[src/rtl/cluster_encoder_if.sv]
// Truncator-to-encoder bus: the truncated VPF sample stream and the framed
// cluster addresses that come back from the encoder.
interface cluster_encoder_if #(
  parameter int WIDTH = 1536,
  parameter int ADRB  = 11
);
  logic             latch_in;
  logic [WIDTH-1:0] vpfs_in;
  logic [ADRB-1:0]  cluster_adr;
  logic             cluster_vld;
  logic [2:0]       cluster_idx;
  logic             frame_done;
  logic [3:0]       cluster_cnt;
  logic             overflow;

  modport master (
    output latch_in, vpfs_in,
    input  cluster_adr, cluster_vld, cluster_idx, frame_done, cluster_cnt, overflow
  );

  modport slave (
    input  latch_in, vpfs_in,
    output cluster_adr, cluster_vld, cluster_idx, frame_done, cluster_cnt, overflow
  );
endinterface

[src/rtl/cluster_encoder.sv]
// Two-stage priority encoder for the truncated VPF vector: segment-local encode,
// then lowest-segment select, framed into 8-sample windows set by latch_in.
module cluster_encoder #(
  parameter int WIDTH      = 1536,
  parameter int MXSEGS     = 24,
  parameter int SEGSIZE    = 64,
  parameter int MXCLUSTERS = 8,
  parameter int ADRB       = 11
) (
  input logic              clock,
  input logic              global_reset,
  cluster_encoder_if.slave bus
);
  localparam int         POSB        = $clog2(SEGSIZE);
  localparam int         SEGB        = $clog2(MXSEGS);
  localparam logic [2:0] LAST_SAMPLE = 3'(MXCLUSTERS - 1);

  typedef enum logic {IDLE, FRAMING} state_t;

  state_t     state, state_nxt;
  logic [2:0] samp_cnt, samp_nxt;
  logic       in_win0;

  // samp_cnt holds the index of the sample accepted on the previous cycle.
  always_comb begin
    // NOTE: every always_comb output gets a default first so no path leaves it unassigned (no latch).
    state_nxt = state;
    samp_nxt  = samp_cnt;
    in_win0   = 1'b0;
    if (bus.latch_in) begin
      state_nxt = FRAMING;
      samp_nxt  = '0;
      in_win0   = 1'b1;
    end else if (state == FRAMING) begin
      if (samp_cnt == LAST_SAMPLE) begin
        state_nxt = IDLE;
      end else begin
        samp_nxt = samp_cnt + 3'd1;
        in_win0  = 1'b1;
      end
    end
  end

  // Segment-local encode of the raw input vector.
  logic [MXSEGS-1:0] seg_act_c, seg_multi_c;
  logic [POSB-1:0]   seg_pos_c [MXSEGS];
  logic [SEGSIZE-1:0] seg;

  always_comb begin
    seg = '0;
    for (int s = 0; s < MXSEGS; s++) begin
      seg            = bus.vpfs_in[s*SEGSIZE +: SEGSIZE];
      seg_act_c[s]   = |seg;
      seg_multi_c[s] = |(seg & (seg - SEGSIZE'(1)));
      seg_pos_c[s]   = '0;
      for (int b = SEGSIZE - 1; b >= 0; b--) begin
        if (seg[b]) seg_pos_c[s] = POSB'(b);
      end
    end
  end

  logic              s1_in_win, s1_last;
  logic [2:0]        s1_idx;
  logic [MXSEGS-1:0] s1_act, s1_multi;
  logic [POSB-1:0]   s1_pos [MXSEGS];

  always_ff @(posedge clock or posedge global_reset) begin
    if (global_reset) begin
      // NOTE: sequential state uses non-blocking assignments so every register samples pre-edge values.
      state     <= IDLE;
      samp_cnt  <= '0;
      s1_in_win <= 1'b0;
    end else begin
      state     <= state_nxt;
      samp_cnt  <= samp_nxt;
      s1_in_win <= in_win0;
    end
  end

  // NOTE: the stage-1 datapath has no reset; everything it feeds is qualified by s1_in_win.
  always_ff @(posedge clock) begin
    s1_idx   <= samp_nxt;
    s1_last  <= (samp_nxt == LAST_SAMPLE);
    s1_act   <= seg_act_c;
    s1_multi <= seg_multi_c;
    s1_pos   <= seg_pos_c;
  end

  // Stage 2: lowest active segment, window close and per-window bookkeeping.
  logic [SEGB-1:0] sel;
  logic            any_act, two_seg, vld_c, close_c;
  logic [ADRB-1:0] adr_c;
  logic [3:0]      base_c, cnt_c, vcnt;

  always_comb begin
    sel = '0;
    for (int s = MXSEGS - 1; s >= 0; s--) begin
      if (s1_act[s]) sel = SEGB'(s);
    end
    any_act = |s1_act;
    two_seg = |(s1_act & (s1_act - MXSEGS'(1)));
    adr_c   = ADRB'(sel) * ADRB'(SEGSIZE) + ADRB'(s1_pos[sel]);
    vld_c   = s1_in_win & any_act;
    // A window also closes early when the next sample is a fresh latch.
    close_c = s1_in_win & (s1_last | bus.latch_in);
    base_c  = (s1_idx == 3'd0) ? 4'd0 : vcnt;
    cnt_c   = base_c + {3'd0, vld_c};
  end

  logic [ADRB-1:0] adr_q;
  logic            vld_q, done_q, ovf_q;
  logic [2:0]      idx_q;
  logic [3:0]      cnt_q;

  always_ff @(posedge clock or posedge global_reset) begin
    if (global_reset) begin
      adr_q  <= '0;
      vld_q  <= 1'b0;
      idx_q  <= '0;
      done_q <= 1'b0;
      cnt_q  <= '0;
      ovf_q  <= 1'b0;
      vcnt   <= '0;
    end else begin
      adr_q  <= vld_c ? adr_c : '0;
      vld_q  <= vld_c;
      idx_q  <= vld_c ? base_c[2:0] : '0;
      done_q <= close_c;
      cnt_q  <= close_c ? cnt_c : '0;
      ovf_q  <= close_c & (two_seg | s1_multi[sel]);
      if (s1_in_win) vcnt <= cnt_c;
    end
  end

  assign bus.cluster_adr = adr_q;
  assign bus.cluster_vld = vld_q;
  assign bus.cluster_idx = idx_q;
  assign bus.frame_done  = done_q;
  assign bus.cluster_cnt = cnt_q;
  assign bus.overflow    = ovf_q;
endmodule

[src/flat_wrapper.sv]
// flat-port wrapper written by rule: the top's interface ports become plain ports
module cluster_encoder_flat 
#(
  parameter int WIDTH      = 1536,
  parameter int MXSEGS     = 24,
  parameter int SEGSIZE    = 64,
  parameter int MXCLUSTERS = 8,
  parameter int ADRB       = 11
)
  (clock, global_reset, bus_latch_in, bus_vpfs_in, bus_cluster_adr, bus_cluster_vld, bus_cluster_idx, bus_frame_done, bus_cluster_cnt, bus_overflow);
  cluster_encoder_if #(.WIDTH(WIDTH), .ADRB(ADRB)) bus_i ();
  input logic clock;
  input logic global_reset;
  input wire logic [$bits(bus_i.latch_in)-1:0] bus_latch_in;
  input wire logic [$bits(bus_i.vpfs_in)-1:0] bus_vpfs_in;
  output wire logic [$bits(bus_i.cluster_adr)-1:0] bus_cluster_adr;
  output wire logic [$bits(bus_i.cluster_vld)-1:0] bus_cluster_vld;
  output wire logic [$bits(bus_i.cluster_idx)-1:0] bus_cluster_idx;
  output wire logic [$bits(bus_i.frame_done)-1:0] bus_frame_done;
  output wire logic [$bits(bus_i.cluster_cnt)-1:0] bus_cluster_cnt;
  output wire logic [$bits(bus_i.overflow)-1:0] bus_overflow;
  assign bus_i.latch_in = bus_latch_in;
  assign bus_i.vpfs_in = bus_vpfs_in;
  assign bus_cluster_adr = bus_i.cluster_adr;
  assign bus_cluster_vld = bus_i.cluster_vld;
  assign bus_cluster_idx = bus_i.cluster_idx;
  assign bus_frame_done = bus_i.frame_done;
  assign bus_cluster_cnt = bus_i.cluster_cnt;
  assign bus_overflow = bus_i.overflow;
  cluster_encoder #(.WIDTH(WIDTH), .MXSEGS(MXSEGS), .SEGSIZE(SEGSIZE), .MXCLUSTERS(MXCLUSTERS), .ADRB(ADRB)) u_core (.clock(clock), .global_reset(global_reset), .bus(bus_i));
endmodule
[config.mk]
export PLATFORM = sky130hd
export DESIGN_NAME = cluster_encoder_flat
export DESIGN_NICKNAME = d
export VERILOG_FILES = /design/src/rtl/cluster_encoder_if.sv /design/src/rtl/cluster_encoder.sv /design/src/flat_wrapper.sv
export SDC_FILE = /design/constraint.sdc
export NUM_CORES = 2
export LEC_CHECK = 0
export ABC_CLOCK_PERIOD_IN_PS = 3190
export CORE_AREA = 2 2 601 603
export CTS_BUF_LIST = sky130_fd_sc_hd__clkbuf_4
export DETAILED_ROUTE_END_ITERATION = 12
export DIE_AREA = 0 0 603 605
export GPL_ROUTABILITY_DRIVEN = 1
export MAX_ROUTING_LAYER = met4
export SLEW_MARGIN = 20
export SYNTH_ARGS = -nofsm -noshare
export SYNTH_HDL_FRONTEND = slang
export SYNTH_SLANG_ARGS = --single-unit
[constraint.sdc]
create_clock -name clock -period 3.19 [get_ports clock]
set_input_delay 0.957 -clock clock [delete_from_list [all_inputs] [get_ports clock]]
set_output_delay 0.957 -clock clock [all_outputs]
set_load 0.01 [all_outputs]
==> key figures <==
Run status
  • Status: complete, but fails checks
  • Violated checks: setup timing

Power
  • PD cells: 174 mW/mm^2
  • IR Drop Worst-Case VDD: approximately 220 uV
  • Static leakage: between 30 and 40 nW

Min path
  • Hold Crit Class: input pin to flip-flop
  • Hold worst-path end: u_core.s1_pos[20]$_SDFF_PP0_
  • Hold Path Origin: bus_vpfs_in[1280]
  • Number of instances on the worst hold path: 5

GRT
  • Antenna violations before repair: 264
  • GR Overflow Total: 0
  • Pin count of the biggest net entering global routing: 28
  • Combined global-route utilization of all metal layers: 0.218
  • Wire length of the first global-routing pass: 551 mm
  • Vias in the first global route: just over 70000

Critical path
  • Kind of start point of the critical path: input pin
  • Critical path arrival: about 4.2 ns
  • Worst reg-to-reg setup slack: approximately 0.09 ns
  • Maximum fanout along the worst path: 3
  • Crit path capture type: flip-flop
  • Worst reg2reg path endpoint: u_core.bus.cluster_adr[2]$_DFF_PP0_
  • Worst reg-to-reg path cell count: 12
  • Worst flop-to-flop path startpoint: u_core.s1_act[5]$_DFF_P_
  • Critical path required time: roughly 4.1 ns
  • WS Path Type: input pin to flip-flop

Yosys
  • Share of synthesized area occupied by flip-flops and latches: 0.113
  • Xor-xnor portion of the synthesized cell area: 0.000848
  • Cell count after synthesis: 6748
  • Yosys Warn Count: 0
  • Syn Nets: 8290
  • Prevailing post-synth register cell: sky130_fd_sc_hd__dfxtp_1
  • Number of enable flip-flop cells after synthesis: 0
  • Adder and majority gate portion of the synthesized area: 0.0138
  • Compound-Gate Fraction of Synth Area: 0.401
  • Proportion of synthesized flip-flops having asynchronous set or reset: 0.129
  • Multiplexer area fraction after synthesis: 0.0160
  • Combinational family with the most area after synthesis: simple AND/OR/NAND/NOR gates
  • Cell variety after synth: just over 90
  • Syn_area_per_cell: around 6.1 sq um
  • Post-Synth Simple-Gate Area: 0.415
  • Yosys reg bits: ~230
  • Post-synth design cell area: between 0.04 and 0.05 sq mm

Route
  • Routed wire per std cell: 25.1 microns
  • Via count: approximately 76000
  • Via density per instance: ~4.7
  • Router iterations before antenna repair: 8
  • DRC violation total after the first TritonRoute iteration: 6864
  • DR DRC count: 0
  • Final antenna-violating net count: 0
  • Total wire length: roughly 410 mm

Timing
  • Worst hold slack after final layout: 0.474 ns
  • Worst path setup slack after routing: -0.111 ns
  • Total negative slack for setup checks: -0.839 ns
  • Unrepaired setup endpoints after global routing: yes
  • Fmax: between 300 and 400 MHz
  • Normalized max-slew margin: 0.519
  • Post-layout min period: around 3.3 ns
  • Clock skew after layout: between 0.05 and 0.06 ns
  • Fin. max-slew vios: 0
  • Crit share post-route: 1.03
  • Number of setup violations in the final report: 14
  • Number of hold violations in the final report: 0
  • Worst-Margin Slew: ~0.72 ns

Clock network
  • Post-CTS clock slew at the launch and capture registers of the worst setup and hold paths: approximately 0.060 ns
  • Clock latency on the worst-skew pair: 1.10 ns
  • Depth of the CTS H-tree: 3
  • Clock Sinks: between 200 and 250
  • Cts-stage hold buffer count: 0
  • CTS tree: done
  • Clk buf depth: 3
  • CTS Root Buffer Type: sky130_fd_sc_hd__clkbuf_4
  • Num CTS Buffers: roughly 90

Job
  • # Max-Cap Violations: 0

Place
  • Number of buffers added on ports: between 1500 and 2000
  • GPL Wtd Cong: ~1.1
  • HPWL after detailed placement: approximately 370 mm

Final layout
  • Most frequent standard cell in the layout excluding fill and tap cells: sky130_fd_sc_hd__buf_4
  • Commonest cells after routing, fill and taps aside: sky130_fd_sc_hd__buf_4 (2893), sky130_fd_sc_hd__clkdlybuf4s50_1 (1519), sky130_fd_sc_hd__nor2_1 (1117)
  • Layout Area Growth over Synthesis: 114%
  • Core occupancy in the finished layout: 0.247
  • Layout cells sized above 1: 0.303
  • Number of inserted filler cells in the final layout: ~40000
  • Net count reported at finish: about 13000

Floorplanning
  • Total Die Area: roughly 0.36 sq mm
  • Horizontal die dimension: around 600 microns
  • Core Footprint: between 0.3 and 0.4 sq mm
  • Site row count: 220
  • Total I/O pin count: roughly 1600
  • Initial core utilization: 0.115
  • Die height: between 600 and 700 microns
## report_power, final
part | total, mW | internal, mW | switching (mW)
combinational | 8.31 | 4.38 | 3.93
clock | 4.11 | 2.14 | 1.98
sequential | 2.99 | 2.92 | 0.0743
## repair_timing
item,CTS,global route
gates resized for setup,68,102
buffers inserted,3,6
pin swaps,13,33
endpoints found under the setup margin,31,25
## synth_stat cells, types with 25 or more instances
cell / n / area [sq um]
sky130_fd_sc_hd__clkbuf_1: 109 / 409
sky130_fd_sc_hd__or3_1: 106 / 663
sky130_fd_sc_hd__o31a_1: 51 / 447
sky130_fd_sc_hd__maj3_1: 53 / 531
sky130_fd_sc_hd__o21bai_1: 80 / 601
sky130_fd_sc_hd__a211oi_1: 99 / 743
sky130_fd_sc_hd__o31ai_1: 174 / 1310
sky130_fd_sc_hd__or4_1: 198 / 1490
sky130_fd_sc_hd__mux2i_1: 30 / 300
sky130_fd_sc_hd__a31oi_1: 105 / 657
sky130_fd_sc_hd__a21boi_0: 38 / 285
sky130_fd_sc_hd__o22ai_1: 111 / 694
sky130_fd_sc_hd__a2111oi_0: 60 / 526
sky130_fd_sc_hd__nand4_1: 117 / 732
sky130_fd_sc_hd__o21ai_0: 581 / 2910
sky130_fd_sc_hd__o41ai_1: 53 / 464
sky130_fd_sc_hd__o21a_1: 74 / 556
sky130_fd_sc_hd__nand3_1: 205 / 1030
sky130_fd_sc_hd__nand2_1: 513 / 1930
sky130_fd_sc_hd__nand2b_1: 74 / 463
sky130_fd_sc_hd__and2_1: 25 / 156
sky130_fd_sc_hd__inv_1: 341 / 1280
sky130_fd_sc_hd__nor2_1: 1125 / 4220
sky130_fd_sc_hd__dfxtp_1: 196 / 3920
sky130_fd_sc_hd__nor3_1: 414 / 2070
sky130_fd_sc_hd__nor4_1: 398 / 2490
sky130_fd_sc_hd__o221ai_1: 34 / 298
sky130_fd_sc_hd__o32ai_1: 79 / 692
sky130_fd_sc_hd__and3_1: 40 / 250
sky130_fd_sc_hd__or2_2: 77 / 482
sky130_fd_sc_hd__dfrtp_1: 29 / 726
sky130_fd_sc_hd__o211ai_1: 62 / 465
sky130_fd_sc_hd__nor2b_1: 45 / 282
sky130_fd_sc_hd__o2111ai_1: 59 / 517
sky130_fd_sc_hd__a21oi_1: 592 / 2960
## cell type report
cell class                      instances  area (sq um)  area share
Multi-Input combinational cell       6071         36400       0.412
Sequential cell                       225          4660      0.0527
Inverter                              341          1280      0.0145
Clock inverter                         41           312     0.00353
Antenna cell                          215           538     0.00609
Timing Repair Buffer                 4503         38300       0.434
Tap cell                             4773          5970      0.0676
Clock buffer                          119           893      0.0101
## metal layers
metal  routed length [microns]  vias up  track usage
li1                          -    36100            -
met1                    165000    35900        0.250
met2                    187000     3247        0.342
met3                     32400      671       0.0604
met4                     23400        0        0.123
met5                         0        -            -
## worst max-delay path: stages
cell                      delay, ns
sky130_fd_sc_hd__buf_2         0.15
sky130_fd_sc_hd__or4_4         0.54
sky130_fd_sc_hd__or4_4         0.44
sky130_fd_sc_hd__or3_4         0.36
sky130_fd_sc_hd__or4_4         0.44
sky130_fd_sc_hd__or4_4         0.44
sky130_fd_sc_hd__or3b_4        0.40
sky130_fd_sc_hd__o31a_1        0.26
sky130_fd_sc_hd__o32ai_2       0.11
sky130_fd_sc_hd__nand4_1       0.13
## registers in the layout, indices dropped and copies added (netlist names), 3 cells and up
name                    count
u_core.s1_pos             144
u_core.bus.cluster_cnt      4
u_core.bus.cluster_idx      3
u_core.s1_act              24
u_core.s1_idx               3
u_core.s1_multi            24
u_core.vcnt                 4
u_core.samp_cnt             3
u_core.bus.cluster_adr     11
## cells by family after synthesis
| group | after synthesis |
|---|---|
| xor gates and xnor gates | 4 |
| muxes | 56 |
| DFF | 225 |
| adders and majority gates | 56 |
| AOI/OAI and AO/OA | 2518 |
| and+or+nand+nor | 3437 |
| buffers and inverters | 452 |
## metrics by stage
stage	setup slack [ns]	area, sq um	instances	total power [mW]
after global routing	-0.0254	88300	16300	16.4
after floorplan	-1.00	42300	6748	4.86
after CTS	-0.120	87300	16100	15.6
final	-0.111	88300	16300	15.4
after global placement	-1.84	86000	15900	11.2
after detailed placement	-1.76	86000	15900	11.2
## worst max-delay path by stage
stage	startpoint	to	slack, ns	depth (start not counted)
final	bus_vpfs_in[542]	u_core.s1_multi[8]$_DFF_P_	-0.11	10
after global routing	u_core.s1_act[5]$_DFF_P_	u_core.bus.cluster_adr[0]$_DFF_PP0_	-0.03	12
after CTS	bus_vpfs_in[540]	u_core.s1_multi[8]$_DFF_P_	-0.12	10
after detailed placement	bus_vpfs_in[542]	u_core.s1_multi[8]$_DFF_P_	-1.76	11
after global placement	bus_vpfs_in[542]	u_core.s1_multi[8]$_DFF_P_	-1.84	11
after floorplan	bus_vpfs_in[540]	u_core.s1_multi[8]$_DFF_P_	-1.00	9
Note: power is estimated with default switching activity, not from simulation.
